[src/rtl/cpu_multicycle_ctrl.sv]
// ---------------------------------------------------------------------------
// cpu_multicycle_ctrl
//
// Multi-cycle control unit for the 8-bit CPU. Each instruction is walked
// through fetch, decode, execute, memory and writeback over the one shared
// single-port memory. This block only raises the enables and mux selects;
// the sign extender, ALU, PC and register file live in the datapath.
//
// Parameters:
//   MEM_TIMEOUT  wait cycles tolerated on mem_ready before FAULT (1..255)
//   CNT_W        width of the retired-instruction counter
//
// Ports:
//   clk           system clock, rising edge
//   reset_n       asynchronous active-low reset
//   instr         current IR contents, opcode in instr[7:6]
//                 (00 add, 01 lw, 10 sw, 11 j)
//   mem_ready     memory completion strobe, only looked at in FETCH/MEM
//   pc_write      PC load enable
//   pc_src        PC source: 00 = PC+1, 01 = jump target
//   ir_write      IR load enable
//   mem_req       memory access request
//   mem_we        memory write (sw only)
//   mem_addr_sel  memory address: 0 = PC, 1 = ALU result
//   alu_src_imm   ALU operand B is the sign-extended immediate
//   reg_write     register-file write enable
//   reg_dst       destination register: 1 = rd (add), 0 = rt (lw)
//   mem_to_reg    writeback data comes from memory
//   state         current FSM state encoding, for debug
//   retired       count of completed instructions, wraps
//   fault         sticky memory-timeout flag
// ---------------------------------------------------------------------------
module cpu_multicycle_ctrl #(
    parameter int MEM_TIMEOUT = 15,
    parameter int CNT_W       = 8
) (
    input  logic             clk,
    input  logic             reset_n,
    input  logic [7:0]       instr,
    input  logic             mem_ready,
    output logic             pc_write,
    output logic [1:0]       pc_src,
    output logic             ir_write,
    output logic             mem_req,
    output logic             mem_we,
    output logic             mem_addr_sel,
    output logic             alu_src_imm,
    output logic             reg_write,
    output logic             reg_dst,
    output logic             mem_to_reg,
    output logic [2:0]       state,
    output logic [CNT_W-1:0] retired,
    output logic             fault
);

    typedef enum logic [2:0] {
        IDLE   = 3'd0,
        FETCH  = 3'd1,
        DECODE = 3'd2,
        EXEC   = 3'd3,
        MEM    = 3'd4,
        WB     = 3'd5,
        FAULT  = 3'd7
    } state_t;

    localparam logic [1:0] OP_ADD = 2'b00;
    localparam logic [1:0] OP_LW  = 2'b01;
    localparam logic [1:0] OP_SW  = 2'b10;
    localparam logic [1:0] OP_J   = 2'b11;

    localparam logic [7:0] WAIT_LIMIT = 8'(MEM_TIMEOUT);

    state_t           state_q;
    state_t           state_d;
    logic [1:0]       op_q;
    logic [1:0]       op_d;
    logic [7:0]       wait_cnt_q;
    logic [7:0]       wait_cnt_d;
    logic [CNT_W-1:0] retired_q;
    logic             retire_now;

    // State register, latched opcode, memory wait counter and retired count.
    always_ff @(posedge clk or negedge reset_n) begin
        if (!reset_n) begin
            state_q    <= IDLE;
            op_q       <= 2'b00;
            wait_cnt_q <= 8'd0;
            retired_q  <= '0;
        end else begin
            state_q    <= state_d;
            op_q       <= op_d;
            wait_cnt_q <= wait_cnt_d;
            if (retire_now) begin
                retired_q <= retired_q + CNT_W'(1);
            end
        end
    end

    // Next-state logic. The wait counter defaults to zero, so it is cleared
    // whenever FETCH/MEM is entered or an access completes; it only counts
    // cycles where a memory access is still outstanding. The timeout fires
    // on a cycle where the counter already sits at the limit and memory is
    // still not ready, so a ready on that very cycle still completes.
    always_comb begin
        state_d    = state_q;
        op_d       = op_q;
        wait_cnt_d = 8'd0;
        retire_now = 1'b0;
        case (state_q)
            IDLE: begin
                state_d = FETCH;
            end
            FETCH: begin
                if (mem_ready) begin
                    state_d = DECODE;
                end else if (wait_cnt_q == WAIT_LIMIT) begin
                    state_d = FAULT;
                end else begin
                    wait_cnt_d = wait_cnt_q + 8'd1;
                end
            end
            DECODE: begin
                op_d = instr[7:6];
                if (instr[7:6] == OP_J) begin
                    state_d    = FETCH;
                    retire_now = 1'b1;
                end else begin
                    state_d = EXEC;
                end
            end
            EXEC: begin
                case (op_q)
                    OP_ADD:       state_d = WB;
                    OP_LW, OP_SW: state_d = MEM;
                    default:      state_d = FETCH;
                endcase
            end
            MEM: begin
                if (mem_ready) begin
                    if (op_q == OP_SW) begin
                        state_d    = FETCH;
                        retire_now = 1'b1;
                    end else begin
                        state_d = WB;
                    end
                end else if (wait_cnt_q == WAIT_LIMIT) begin
                    state_d = FAULT;
                end else begin
                    wait_cnt_d = wait_cnt_q + 8'd1;
                end
            end
            WB: begin
                state_d    = FETCH;
                retire_now = 1'b1;
            end
            FAULT: begin
                state_d = FAULT;
            end
            default: begin
                state_d = IDLE;
            end
        endcase
    end

    // Output decode. Everything comes from the current state and latched
    // opcode, with two exceptions: FETCH completion is Mealy on mem_ready,
    // and the jump in DECODE looks at instr directly because op_q has not
    // been loaded yet in that cycle.
    always_comb begin
        pc_write     = 1'b0;
        pc_src       = 2'b00;
        ir_write     = 1'b0;
        mem_req      = 1'b0;
        mem_we       = 1'b0;
        mem_addr_sel = 1'b0;
        alu_src_imm  = 1'b0;
        reg_write    = 1'b0;
        reg_dst      = 1'b0;
        mem_to_reg   = 1'b0;
        fault        = 1'b0;
        case (state_q)
            FETCH: begin
                mem_req = 1'b1;
                if (mem_ready) begin
                    ir_write = 1'b1;
                    pc_write = 1'b1;
                    pc_src   = 2'b00;
                end
            end
            DECODE: begin
                if (instr[7:6] == OP_J) begin
                    pc_write = 1'b1;
                    pc_src   = 2'b01;
                end
            end
            EXEC: begin
                alu_src_imm = (op_q == OP_LW) || (op_q == OP_SW);
            end
            MEM: begin
                mem_req      = 1'b1;
                mem_addr_sel = 1'b1;
                mem_we       = (op_q == OP_SW);
                alu_src_imm  = 1'b1;
            end
            WB: begin
                reg_write  = 1'b1;
                reg_dst    = (op_q == OP_ADD);
                mem_to_reg = (op_q == OP_LW);
            end
            FAULT: begin
                fault = 1'b1;
            end
            default: begin
            end
        endcase
    end

    assign state   = state_q;
    assign retired = retired_q;

endmodule
[config.mk]
export PLATFORM = sky130hd
export DESIGN_NAME = cpu_multicycle_ctrl
export DESIGN_NICKNAME = d
export VERILOG_FILES = /design/src/rtl/cpu_multicycle_ctrl.sv
export SDC_FILE = /design/constraint.sdc
export NUM_CORES = 1
export LEC_CHECK = 0
export ABC_AREA = 1
export CAP_MARGIN = 40
export CORE_MARGIN = 3
export CORE_UTILIZATION = 62
export DETAILED_ROUTE_END_ITERATION = 7
export DONT_BUFFER_PORTS = 1
export PLACE_DENSITY = 0.82
export SYNTH_ARGS = -nofsm -noshare
export SYNTH_HDL_FRONTEND = slang
export SYNTH_SLANG_ARGS = --single-unit
[constraint.sdc]
create_clock -name clk -period 1.4 [get_ports clk]
set_input_delay 0.28 -clock clk [delete_from_list [all_inputs] [get_ports clk]]
set_output_delay 0.28 -clock clk [all_outputs]
set_load 0.05 [all_outputs]
==> metrics.md, run 1 <==
| Metric | Value |
|---|---|
| Syn nets | 206 |
| CTS Buf Count | 3 |
| Clk sinks | 21 |
| Syn Area/Cell | 7.04 um^2 |
| Initial Util | 66.5% |
| IO Pins | 34 |
| Post-CTS setup buffers | 10 |
| Cts hold-fix bufs | 1 |
| Die Span Y | 52.3 um |
| H-tree depth | 1 |
| Num rows | 16 |
| Outcome | aborted with a tool error |
| Yosys warnings | 0 |
| Final GP Congestion | 0.865 |
| Yosys top cell area share | 39.5% |
| Area contributors post-synth | dfrtp_1, nand2_1, nor2_1 |
| Post-DP HPWL | 3.16 mm |
| Bufs on Longest Clock Path | 2 |
| Yosys reg bits | 21 |
| Yosys cell types | 20 |
| # port buffers | 0 |
| # resized after CTS | 29 |
| Post-Syn Area | 1330 um^2 |
| Synth area leader | dfrtp_1 |
| Stopping stage | clock tree synthesis (4_1_cts) |
| Synth Instances | 189 |
| Tool Error | [ERROR DPL-0038] Utilization greater than 100%, impossible to legalize |
| Die X | 52.3 um |
| Root Driver | clkbuf_4 |
| Post-synthesis sequential area ratio | 39.5% |
| DP Area | 1800 um^2 |
[cells in the mapped netlist, drive strengths merged]
cell type	instances
a21oi	5
buf	5
conb	1
dfrtp	21
ha	6
inv	24
nand2	60
nand3	18
nand3b	1
nand4	10
nor2	27
o21ai	4
o21bai	1
xnor2	3
xor2	3
[kinds of logic after synthesis]
family	share of synthesized area, %
compound gates	3.95
simple gates	37.9
xor+xnor	3.95
buf+inv	8.84
other cells	0.282
flops	39.5
fa+ha+maj	5.64
[through the flow]
stage | hold WS [ns] | setup slack, ns | TNS, ns | std cells | utilization [%]
after floorplan | -0.0156 | -0.118 | -0.903 | 189 | -
after global placement | -0.0151 | -0.0494 | -0.407 | 246 | 89.8
after detailed placement | -0.0152 | -0.133 | -1.29 | 246 | 89.8
==> run 2, diff against run 1 <==
--- a/config.mk
+++ b/config.mk
@@ -7,11 +7,11 @@
 export LEC_CHECK = 0
 export ABC_AREA = 1
 export CAP_MARGIN = 40
-export CORE_MARGIN = 3
-export CORE_UTILIZATION = 62
+export CORE_AREA = 3 3 64 66
 export DETAILED_ROUTE_END_ITERATION = 7
+export DIE_AREA = 0 0 67 69
 export DONT_BUFFER_PORTS = 1
-export PLACE_DENSITY = 0.82
+export PLACE_DENSITY_LB_ADDON = 0.15
 export SYNTH_ARGS = -nofsm -noshare
 export SYNTH_HDL_FRONTEND = slang
 export SYNTH_SLANG_ARGS = --single-unit
==> run 2 against run 1 <==
The flow now finishes, with violations (negative setup slack). Synthesized cell count did not move. Area after synthesis did not move.
==> metrics.md, run 2 <==
| Metric | Value |
|---|---|
| Yosys top cell area share | 39.5% |
| Clk sinks | 21 |
| Maximum operating frequency | 0.593 GHz |
| Bufs on Longest Clock Path | 2 |
| Startpoint Class | flop |
| Pre-CTS setup slack | -0.0414 ns |
| # DRC | 0 |
| Area contributors post-synth | dfrtp_1, nand2_1, nor2_1 |
| Yosys reg bits | 21 |
| Detailed router's first-iteration violation count | 80 |
| Layout Nets | 256 |
| Die X | 67 um |
| Pwr Total | 1.08 mW |
| Ratio of cells with drive above 1 in the final layout | 36.6% |
| Failing checks | negative setup slack |
| First-pass GRT wire length | 5.97 mm |
| Leakage power | 0.996 nW |
| Proportion of power drawn by the clock network | 37.3% |
| # setup viols final | 12 |
| Sw Share | 22.6% |
| Final setup TNS | -2.53 ns |
| DR vias/cell | 4.77 |
| Number of synthesized flops with an enable pin | 0 |
| Commonest non-fill, non-tap cells in the layout | nand2_1, buf_4, nor2_1 |
| Syn nets | 206 |
| Initial Util | 36.6% |
| RSZ-0062 raised after global routing | yes |
| Cells after DPL | 269 |
| Required @ worst endpoint | 1.12 ns |
| DRT antenna net count | 0 |
| Area Growth Syn to Fin | 59.9% |
| Endpoints failing hold | 0 |
| Ant. Diodes | 0 |
| H-tree depth | 1 |
| Fin crit period | 1.69 ns |
| Total Die Area | 4620 um^2 |
| Final std cells w/o fill | 286 |
| Post-DP HPWL | 2.45 mm |
| Most frequent cell after synthesis | nand2_1 |
| Die Span Y | 69 um |
| Yosys cell types | 20 |
| Arrival time worst endpoint | 1.41 ns |
| Commonest cells post-synth | nand2_1, nor2_1, dfrtp_1, inv_1, nand3_1 |
| Placeable Area | 3630 um^2 |
| Commonest non-fill, non-tap cell in the layout | nand2_1 |
| Fin crit share | 120% |
| Drt total wl | 3.39 mm |
| Peak supply drop | 347 uV |
| Final Instance Area | 2130 um^2 |
| Yosys warnings | 0 |
| DP Area | 1850 um^2 |
| Worst Skew | 0.000766 ns |
| Tightest Hold Check Type | in2reg |
| # port buffers | 0 |
| Share of synthesized registers carrying an async set or reset | 100% |
| CTS Buf Count | 3 |
| Worst Path Max Fanout | 4 |
| Final GP Congestion | 0.817 |
| Grt ovf | 0 |
| Max Cap Viol | 0 |
| Synth area leader | dfrtp_1 |
| Routed vias | 1363 |
| Clk_lat worst skew | 0.26 ns |
| Initial antenna violation count | 0 |
| Post-Syn Area | 1330 um^2 |
| Final Max Tran Viols | 0 |
| Logic pwr share | 6.1% |
| TritonCTS clock tree | done |
| Fill cells | 351 |
| Worst Slack Setup Final | -0.286 ns |
| IO Pins | 34 |
| Net Sw Power | 244 uW |
| Gr usage total | 16.0% |
| Num rows | 22 |
| CP Class | reg2out |
| Sequential power share | 56.6% |
| Syn Area/Cell | 7.04 um^2 |
| Root Driver | clkbuf_8 |
| Largest net degree at the start of global routing | 22 |
| Clock-pin slew on the worst setup and hold paths | 0.08 ns |
| Outcome | finished, violations left |
| Top_reg_cell synth | dfrtp_1 |
| Synth Instances | 189 |
| DR WL/cell | 11.9 um |
| Drt first pass iters | 4 |
| Internal Power | 836 uW |
| CP endpoint kind | output port |
| Power per cell area | 507 nW/um^2 |
| Vias in the first global route | 1388 |
| Post-synthesis sequential area ratio | 39.5% |
## run 2: cell counts after synthesis
No cell type changed its count.
## run 2: path summary, 6_finish.rpt
path	from	endpoint	slack, ns	cells past startpoint
max in group asynchronous	reset_n	state[0]$_DFF_PN0_	0.66	2
worst min-delay path	mem_ready	wait_cnt_q[1]$_DFF_PN0_	0.07	1
worst min register to register	wait_cnt_q[0]$_DFF_PN0_	wait_cnt_q[0]$_DFF_PN0_	0.46	1
worst max register to register	state[0]$_DFF_PN0_	wait_cnt_q[5]$_DFF_PN0_	0	6
min in group asynchronous	reset_n	wait_cnt_q[6]$_DFF_PN0_	0.32	1
worst max-delay path	state[0]$_DFF_PN0_	pc_write	-0.29	5
## run 2: cell type report
class,instances,area [um^2],share of cell area (%)
flip-flops and latches,21,534,25.1
inverters,24,106,5.00
repair buffers,50,552,25.9
clock buffers,4,45.0,2.12
well taps,48,60.1,2.82
multi-input cells,139,831,39.0
## run 2: logic make-up (layout without fill, tap and decap cells)
| family | Yosys count | in the layout | synth area share [%] |
|---|---|---|---|
| buffers and inverters | 29 | 78 | 8.84 |
| xor gates and xnor gates | 6 | 6 | 3.95 |
| adders and majority gates | 6 | 6 | 5.64 |
| DFF | 21 | 21 | 39.5 |
| AOI/OAI and AO/OA | 10 | 10 | 3.95 |
| and+or+nand+nor | 116 | 116 | 37.9 |
| other | 1 | 1 | 0.282 |
## run 2: per-layer routing
layer | wire (um) | up-vias | track usage (%)
met3 | 119 | 6 | 2.12
met5 | 0 | - | 0
met2 | 1740 | 21 | 28.2
met1 | 1460 | 644 | 19.7
met4 | 70 | 0 | 5.18
li1 | - | 692 | -
## run 2: critical path, stage by stage (launching register included)
cell      delay, ns
dfrtp_4        0.51
nor2_4         0.13
nand3b_1       0.12
buf_4          0.16
o21ai_4        0.06
buf_12         0.15
## run 2: what timing repair did
| action | CTS | global route |
|---|---|---|
| endpoints found under the hold margin | 21 | 0 |
| pin swaps | 6 | 13 |
| gates resized for setup | 11 | 16 |
| setup buffers | 7 | 5 |
| hold buffers | 1 | 0 |
| endpoints found under the setup margin | 20 | 24 |
## run 2: through the flow
step / hold WS (ns) / utilization (%)
CTS: 0.0667 / 55.8
global route: 0.0651 / 58.6
floorplan: -0.0156 / -
global placement: -0.0149 / 51.0
finish: 0.0716 / 58.6
detailed placement: -0.0150 / 51.0
## run 2: power groups by stage
| stage | logic (mW) | registers [mW] | clock network (mW) |
|---|---|---|---|
| after floorplan | 0.0263 | 0.623 | 0 |
| after global placement | 0.0359 | 0.623 | 0 |
| after detailed placement | 0.0366 | 0.623 | 0 |
| after CTS | 0.0609 | 0.610 | 0.422 |
| after global routing | 0.0740 | 0.611 | 0.440 |
| final | 0.0657 | 0.611 | 0.403 |
Power figures use the tool's default switching activity.
==> run 3, diff against run 2 <==
--- a/config.mk
+++ b/config.mk
@@ -11,7 +11,7 @@
 export DETAILED_ROUTE_END_ITERATION = 7
 export DIE_AREA = 0 0 67 69
 export DONT_BUFFER_PORTS = 1
-export PLACE_DENSITY_LB_ADDON = 0.15
+export PLACE_DENSITY_LB_ADDON = 0.25
 export SYNTH_ARGS = -nofsm -noshare
 export SYNTH_HDL_FRONTEND = slang
 export SYNTH_SLANG_ARGS = --single-unit
==> run 3 against run 2 <==
The run still ends with negative setup slack left. Critical path depth unchanged. Sequential share of layout area is 0.87 points lower. Clock skew increased by 0.0013 ns. Routed wire length decreased by 1.6%. Final cell count rose by 0.70%. Global-route usage is 1.0 points lower. Fmax decreased by 1.9%. Flip-flop and latch count stayed put. Via count shrank 0.81%. Power is 0.37% higher. Sequential power is essentially flat. Register-to-register slack lost 0.06 ns. Largest cell class unchanged. Largest power group unchanged.
==> metrics.md, run 3 (same netlist as run 2, synthesis figures left out) <==
| Metric | Value |
|---|---|
| Endpoints failing hold | 0 |
| Final Max Tran Viols | 0 |
| Cells after DPL | 270 |
| Power per cell area | 491 nW/um^2 |
| Worst Skew | 0.00206 ns |
| DR vias/cell | 4.69 |
| Placeable Area | 3630 um^2 |
| Internal Power | 838 uW |
| Met1 Track Usage GR | 19.6% |
| Initial Util | 36.6% |
| Worst Slack Setup Final | -0.319 ns |
| Post-DP HPWL | 2.40 mm |
| Sequential power share | 56.4% |
| Maximum operating frequency | 0.582 GHz |
| Final std cells w/o fill | 288 |
| Grt ovf | 0 |
| Largest net degree at the start of global routing | 22 |
| Fill cells | 348 |
| Slowest-stage cell, CP | dfrtp_4 |
| Drt first pass iters | 2 |
| Failing checks | negative setup slack |
| TritonCTS clock tree | done |
| Logic pwr share | 6.9% |
| Gr usage total | 15.0% |
| First-pass GRT wire length | 5.52 mm |
| CTS Buf Count | 3 |
| R2R setup slack | -0.06 ns |
| Final Instance Area | 2200 um^2 |
| CP endpoint kind | output port |
| # port buffers | 0 |
| Outcome | finished, violations left |
| Max Cap Viol | 0 |
| Routed vias | 1352 |
| Vias in the first global route | 1252 |
| Slew HR | 65.2% |
| Required @ worst endpoint | 1.12 ns |
| Net Sw Power | 245 uW |
| Leakage power | 1.01 nW |
| Clock-pin slew on the worst setup and hold paths | 0.08 ns |
| Die Span Y | 69 um |
| Sw Share | 22.6% |
| Fin crit share | 123% |
| IO Pins | 34 |
| Arrival time worst endpoint | 1.44 ns |
| Worst Path Max Fanout | 6 |
| Total Die Area | 4620 um^2 |
| Die X | 67 um |
| DP Area | 1830 um^2 |
| Ant. Diodes | 0 |
| Detailed router's first-iteration violation count | 36 |
| Finished Core Util | 60.7% |
| # setup viols final | 17 |
| Final GP Congestion | 0.777 |
| # DRC | 0 |
| Initial antenna violation count | 0 |
| DR WL/cell | 11.6 um |
| Root Driver | clkbuf_8 |
| Top cell by count, worst path | nor2_4 |
| Commonest non-fill, non-tap cell in the layout | nand2_1 |
| Peak supply drop | 279 uV |
| Bufs on Longest Clock Path | 2 |
| Clk_lat worst skew | 0.26 ns |
| Drt total wl | 3.34 mm |
| Final setup TNS | -3.15 ns |
| CP Class | reg2out |
| Ratio of cells with drive above 1 in the final layout | 40.8% |
| Critical path's top delay family | flip-flops |
| Global routing usage on met3 | 2.61% |
| Startpoint Class | flop |
| Area Growth Syn to Fin | 65.6% |
| Fin crit period | 1.72 ns |
| Proportion of power drawn by the clock network | 36.7% |
| Worst-margin pin slew | 0.521 ns |
| Most Crowded Layer GR | met2 |
| DRT antenna net count | 0 |
| Num rows | 22 |
| Commonest non-fill, non-tap cells in the layout | nand2_1, buf_4, nor2_1, dfrtp_1, inv_1 |
| Slowest stage delay, CP | 0.53 ns |
| Layout Nets | 258 |
| Clk sinks | 21 |
| Tightest Hold Check Type | in2reg |
| Met2 global-route usage | 24.7% |
| Worst path cell trace | buf_6 > nor2_4 > nand2_4 > nor2_4 > buf_12 |
| Worst path bufs/invs | 2 |
| H-tree depth | 1 |
| RSZ-0062 raised after global routing | yes |
run 3: cell types whose count changed in the layout (fill, tap and decap cells not counted), moves of 2 or more:
cell     change
buf_6        +4
nor2_1       -4
nand2_1      -3
nand2_4      +3
nor2_2       +3
buf_12       -2
inv_2        -2
run 3: metal layers:
| metal | share of wire, % | routed length (um) |
|---|---|---|
| met1 | 42 | 1420 |
| met2 | 52 | 1740 |
| met4 | 0.87 | 29 |
| met5 | 0 | 0 |
| met3 | 4.4 | 146 |
run 3: layout make-up:
type,count,area [um^2],share of cell area (%)
clock buffers,3,41.3,1.87
inverters,24,110,4.99
multi-input cells,139,885,40.1
repair buffers,52,569,25.8
flip-flops and latches,21,534,24.2
well taps,48,60.1,2.72
clock inverters,1,5.00,0.227
run 3: final timing paths:
check / depth (start not counted) / end / from
min in group asynchronous: 1 / state[0]$_DFF_PN0_ / reset_n
worst min-delay path: 1 / wait_cnt_q[1]$_DFF_PN0_ / mem_ready
worst max-delay path: 5 / mem_we / state[0]$_DFF_PN0_
worst max register to register: 7 / state[2]$_DFF_PN0_ / state[0]$_DFF_PN0_
max in group asynchronous: 2 / retired[1]$_DFFE_PN0P_ / reset_n
worst min register to register: 1 / wait_cnt_q[0]$_DFF_PN0_ / wait_cnt_q[0]$_DFF_PN0_
run 3: timing repair:
action,in CTS,in global routing
endpoints found under the hold margin,21,0
endpoints found under the setup margin,20,29
gates resized for setup,16,29
pin swaps,7,13
setup buffers,7,7
hold buffers,1,0
run 3: worst register-to-register path: cells and delay by family, from the launching register on:
kind,cells,cell delay (ns)
buffers and inverters,3,0.48
AND/OR/NAND/NOR,4,0.35
flip-flops,1,0.53
run 3: stage by stage:
stage | hold slack, ns | setup WS, ns | total power, mW
2_1_floorplan | -0.0156 | -0.118 | 0.649
3_3_place_gp | -0.0147 | -0.0728 | 0.661
3_5_place_dp | -0.0148 | -0.0786 | 0.662
4_1_cts | 0.0707 | -0.300 | 1.08
5_1_grt | 0.0640 | -0.371 | 1.13
6_report | 0.0747 | -0.319 | 1.08
run 3: power by group through the flow:
stage               Sequential, mW  Combinational, mW  Clock (mW)
finish                       0.611             0.0751       0.397
CTS                          0.611             0.0649       0.406
detailed placement           0.623             0.0387           0
floorplan                    0.623             0.0263           0
global placement             0.623             0.0379           0
global route                 0.611             0.0827       0.431
==> edit, RTL diff (config.mk and constraints of run 2) <==
Set the parameter `CNT_W` to 6 (it was 8).
--- a/src/rtl/cpu_multicycle_ctrl.sv
+++ b/src/rtl/cpu_multicycle_ctrl.sv
@@ -33,5 +33,5 @@
 module cpu_multicycle_ctrl #(
     parameter int MEM_TIMEOUT = 15,
-    parameter int CNT_W       = 8
+    parameter int CNT_W       = 6
 ) (
     input  logic             clk,
Ports: changed (resized retired); port bits go from 34 to 32. No check against the original RTL was run, so the function may have changed too.
==> edit against run 2 <==
The flow still finishes with violations (setup timing). Non-clock buffer count unchanged. Design area decreased by 5.6%. Final cell count fell by 8.0%. Sequential cell count fell by 2. Count of clock-buffer cells in the layout is the same. Die area did not move. Synthesized area down 11%. Worst setup slack got worse by 17 ps. Wire length decreased by 2.9%. Critical endpoint is now alu_src_imm. Highest routed layer unchanged.
Power is left out: it rests on default switching activity, and per cell area and clock period it moved more than threefold.
==> edit: results (changes against run 2) <==
Pre-antenna DRT Iters: 5 (was 4)
dpl cells: 242 (was 269)
path type of the worst min-delay path: in -> reg (unchanged)
Biggest register: wait_cnt_q
Clk Latency, worst-skew pair: 260 ps (about the same)
top post-synthesis cells by area: dfrtp_1 (40%), nand2_1 (15%), nor2_1 (7.3%), nand3_1 (7.2%), inv_1 (7.0%) (was dfrtp_1 (39%), nand2_1 (17%), nor2_1 (7.0%), nand3_1 (6.0%), inv_1 (5.9%))
pre-CTS setup slack: -98.38 ps (was -41.36 ps)
count of different cell masters after synthesis: 22 (was 20)
Total Nets Final: 233 (was 256)
# fillers: 352 (was 351)
number of H-tree levels: 1 (unchanged)
Vias: 1229 (was 1363)
share of cells above drive strength 1: 0.4605 (was 0.3655)
list of most frequent post-synthesis cells: nand2_1 (46), nor2_1 (23), inv_1 (22) (was nand2_1 (59), nor2_1 (25), dfrtp_1 (21), inv_1 (21), nand3_1 (16))
largest net degree at the start of global routing: 20 (was 22)
Critical-path top delay cell: dfrtp_4 (unchanged)
Mean Syn Cell Area: 7.239 sq um (was 7.044 sq um)
first-pass GRT wire length: 5223 microns (was 5968 microns)
skew final: 8.103 ps (was 0.7664 ps)
initial antenna violation count: 0 (unchanged)
drt initial violations: 38 (was 80)
status: finished, violations left (unchanged)
CTS Buf Count: 3 (unchanged)
failing checks: setup timing (unchanged)
final setup violation count: 12 (unchanged)
synth warn: 0 (unchanged)
all-layer global routing usage: 0.1464 (was 0.1604)
Placer Congestion: 0.8307 (was 0.8171)
Via density: 4.673 (was 4.766)
slack of the critical path: -302.5 ps (was -285.9 ps)
detailed placement HPWL: 2299 microns (was 2448 microns)
Seq/Total Area, Yosys: 0.4030 (was 0.3947)
WL final: 3295 microns (was 3394 microns)
syn nets: 180 (was 206)
-- edit: changes by cell type after synthesis, sizes merged, moves of 2 or more --
cell	run 2	this run
nand2	60	49
nor2	27	24
nand4	10	2
dfrtp	21	19
buf	5	1
a21oi	5	3
-- edit: through the flow --
stage / area [sq um] / setup TNS (ps) / hold slack, ps
5_1_grt: 2009 / -3674 / 171.1
6_report: 2009 / -2575 / 162.4
3_3_place_gp: 1667 / -437.5 / -15.01
2_1_floorplan: 1282 / -2923 / -15.59
4_1_cts: 1863 / -2973 / 163.2
3_5_place_dp: 1667 / -647.1 / -15.13
-- edit: path summary, 6_finish.rpt --
check / cells after the start / start / endpoint
worst max register to register: 8 / state[2]$_DFF_PN0_ / state[1]$_DFF_PN0_
min in group asynchronous: 1 / reset_n / state[0]$_DFF_PN0_
worst max-delay path: 3 / state[2]$_DFF_PN0_ / alu_src_imm
worst min register to register: 1 / wait_cnt_q[0]$_DFF_PN0_ / wait_cnt_q[0]$_DFF_PN0_
max in group asynchronous: 2 / reset_n / state[1]$_DFF_PN0_
worst min-delay path: 2 / instr[6] / op_q[0]$_DFFE_PN0P_
-- edit: metal layers --
layer  wire length [microns]  GRT usage  up-vias  share of wire
li1                        -          -      611              -
met1                    1408     0.1797      577           0.43
met5                       0          0        -              0
met4                      61    0.05180        0          0.019
met3                     148    0.04072        6          0.045
met2                    1677     0.2402       35           0.51
-- edit: logic make-up (layout without fill, tap and decap cells) --
group,Yosys count,count (layout),synth area share
AND/OR/NAND/NOR,94,94,0.3500
buffers and inverters,27,79,0.08908
flip-flops,19,19,0.4030
AO/OA/AOI/OAI,10,10,0.04666
adder cells (fa/ha/maj),6,6,0.06363
XOR/XNOR,6,6,0.04455
other,1,1,0.003178
-- edit: area by class of cell --
type,count,share of cell area
Multi-Input combinational cell,117,0.3960
Timing Repair Buffer,50,0.2559
Sequential cell,19,0.2416
Inverter,25,0.05417
Tap cell,48,0.02989
Clock buffer,4,0.02242
-- edit: worst reg2reg max path, delay by kind of cell, from the launching register on --
| family | cells | cell delay [ps] |
|---|---|---|
| simple gates | 5 | 400 |
| flops | 1 | 520 |
| buf+inv | 3 | 380 |
-- edit: what timing repair did --
| action | in CTS | in global routing |
|---|---|---|
| hold buffers | 1 | 0 |
| pin swaps | 11 | 15 |
| gates resized for setup | 21 | 24 |
| setup endpoints to repair | 17 | 28 |
| setup buffers | 9 | 9 |
| hold endpoints to repair | 19 | 0 |
| gates cloned | 0 | 0 |
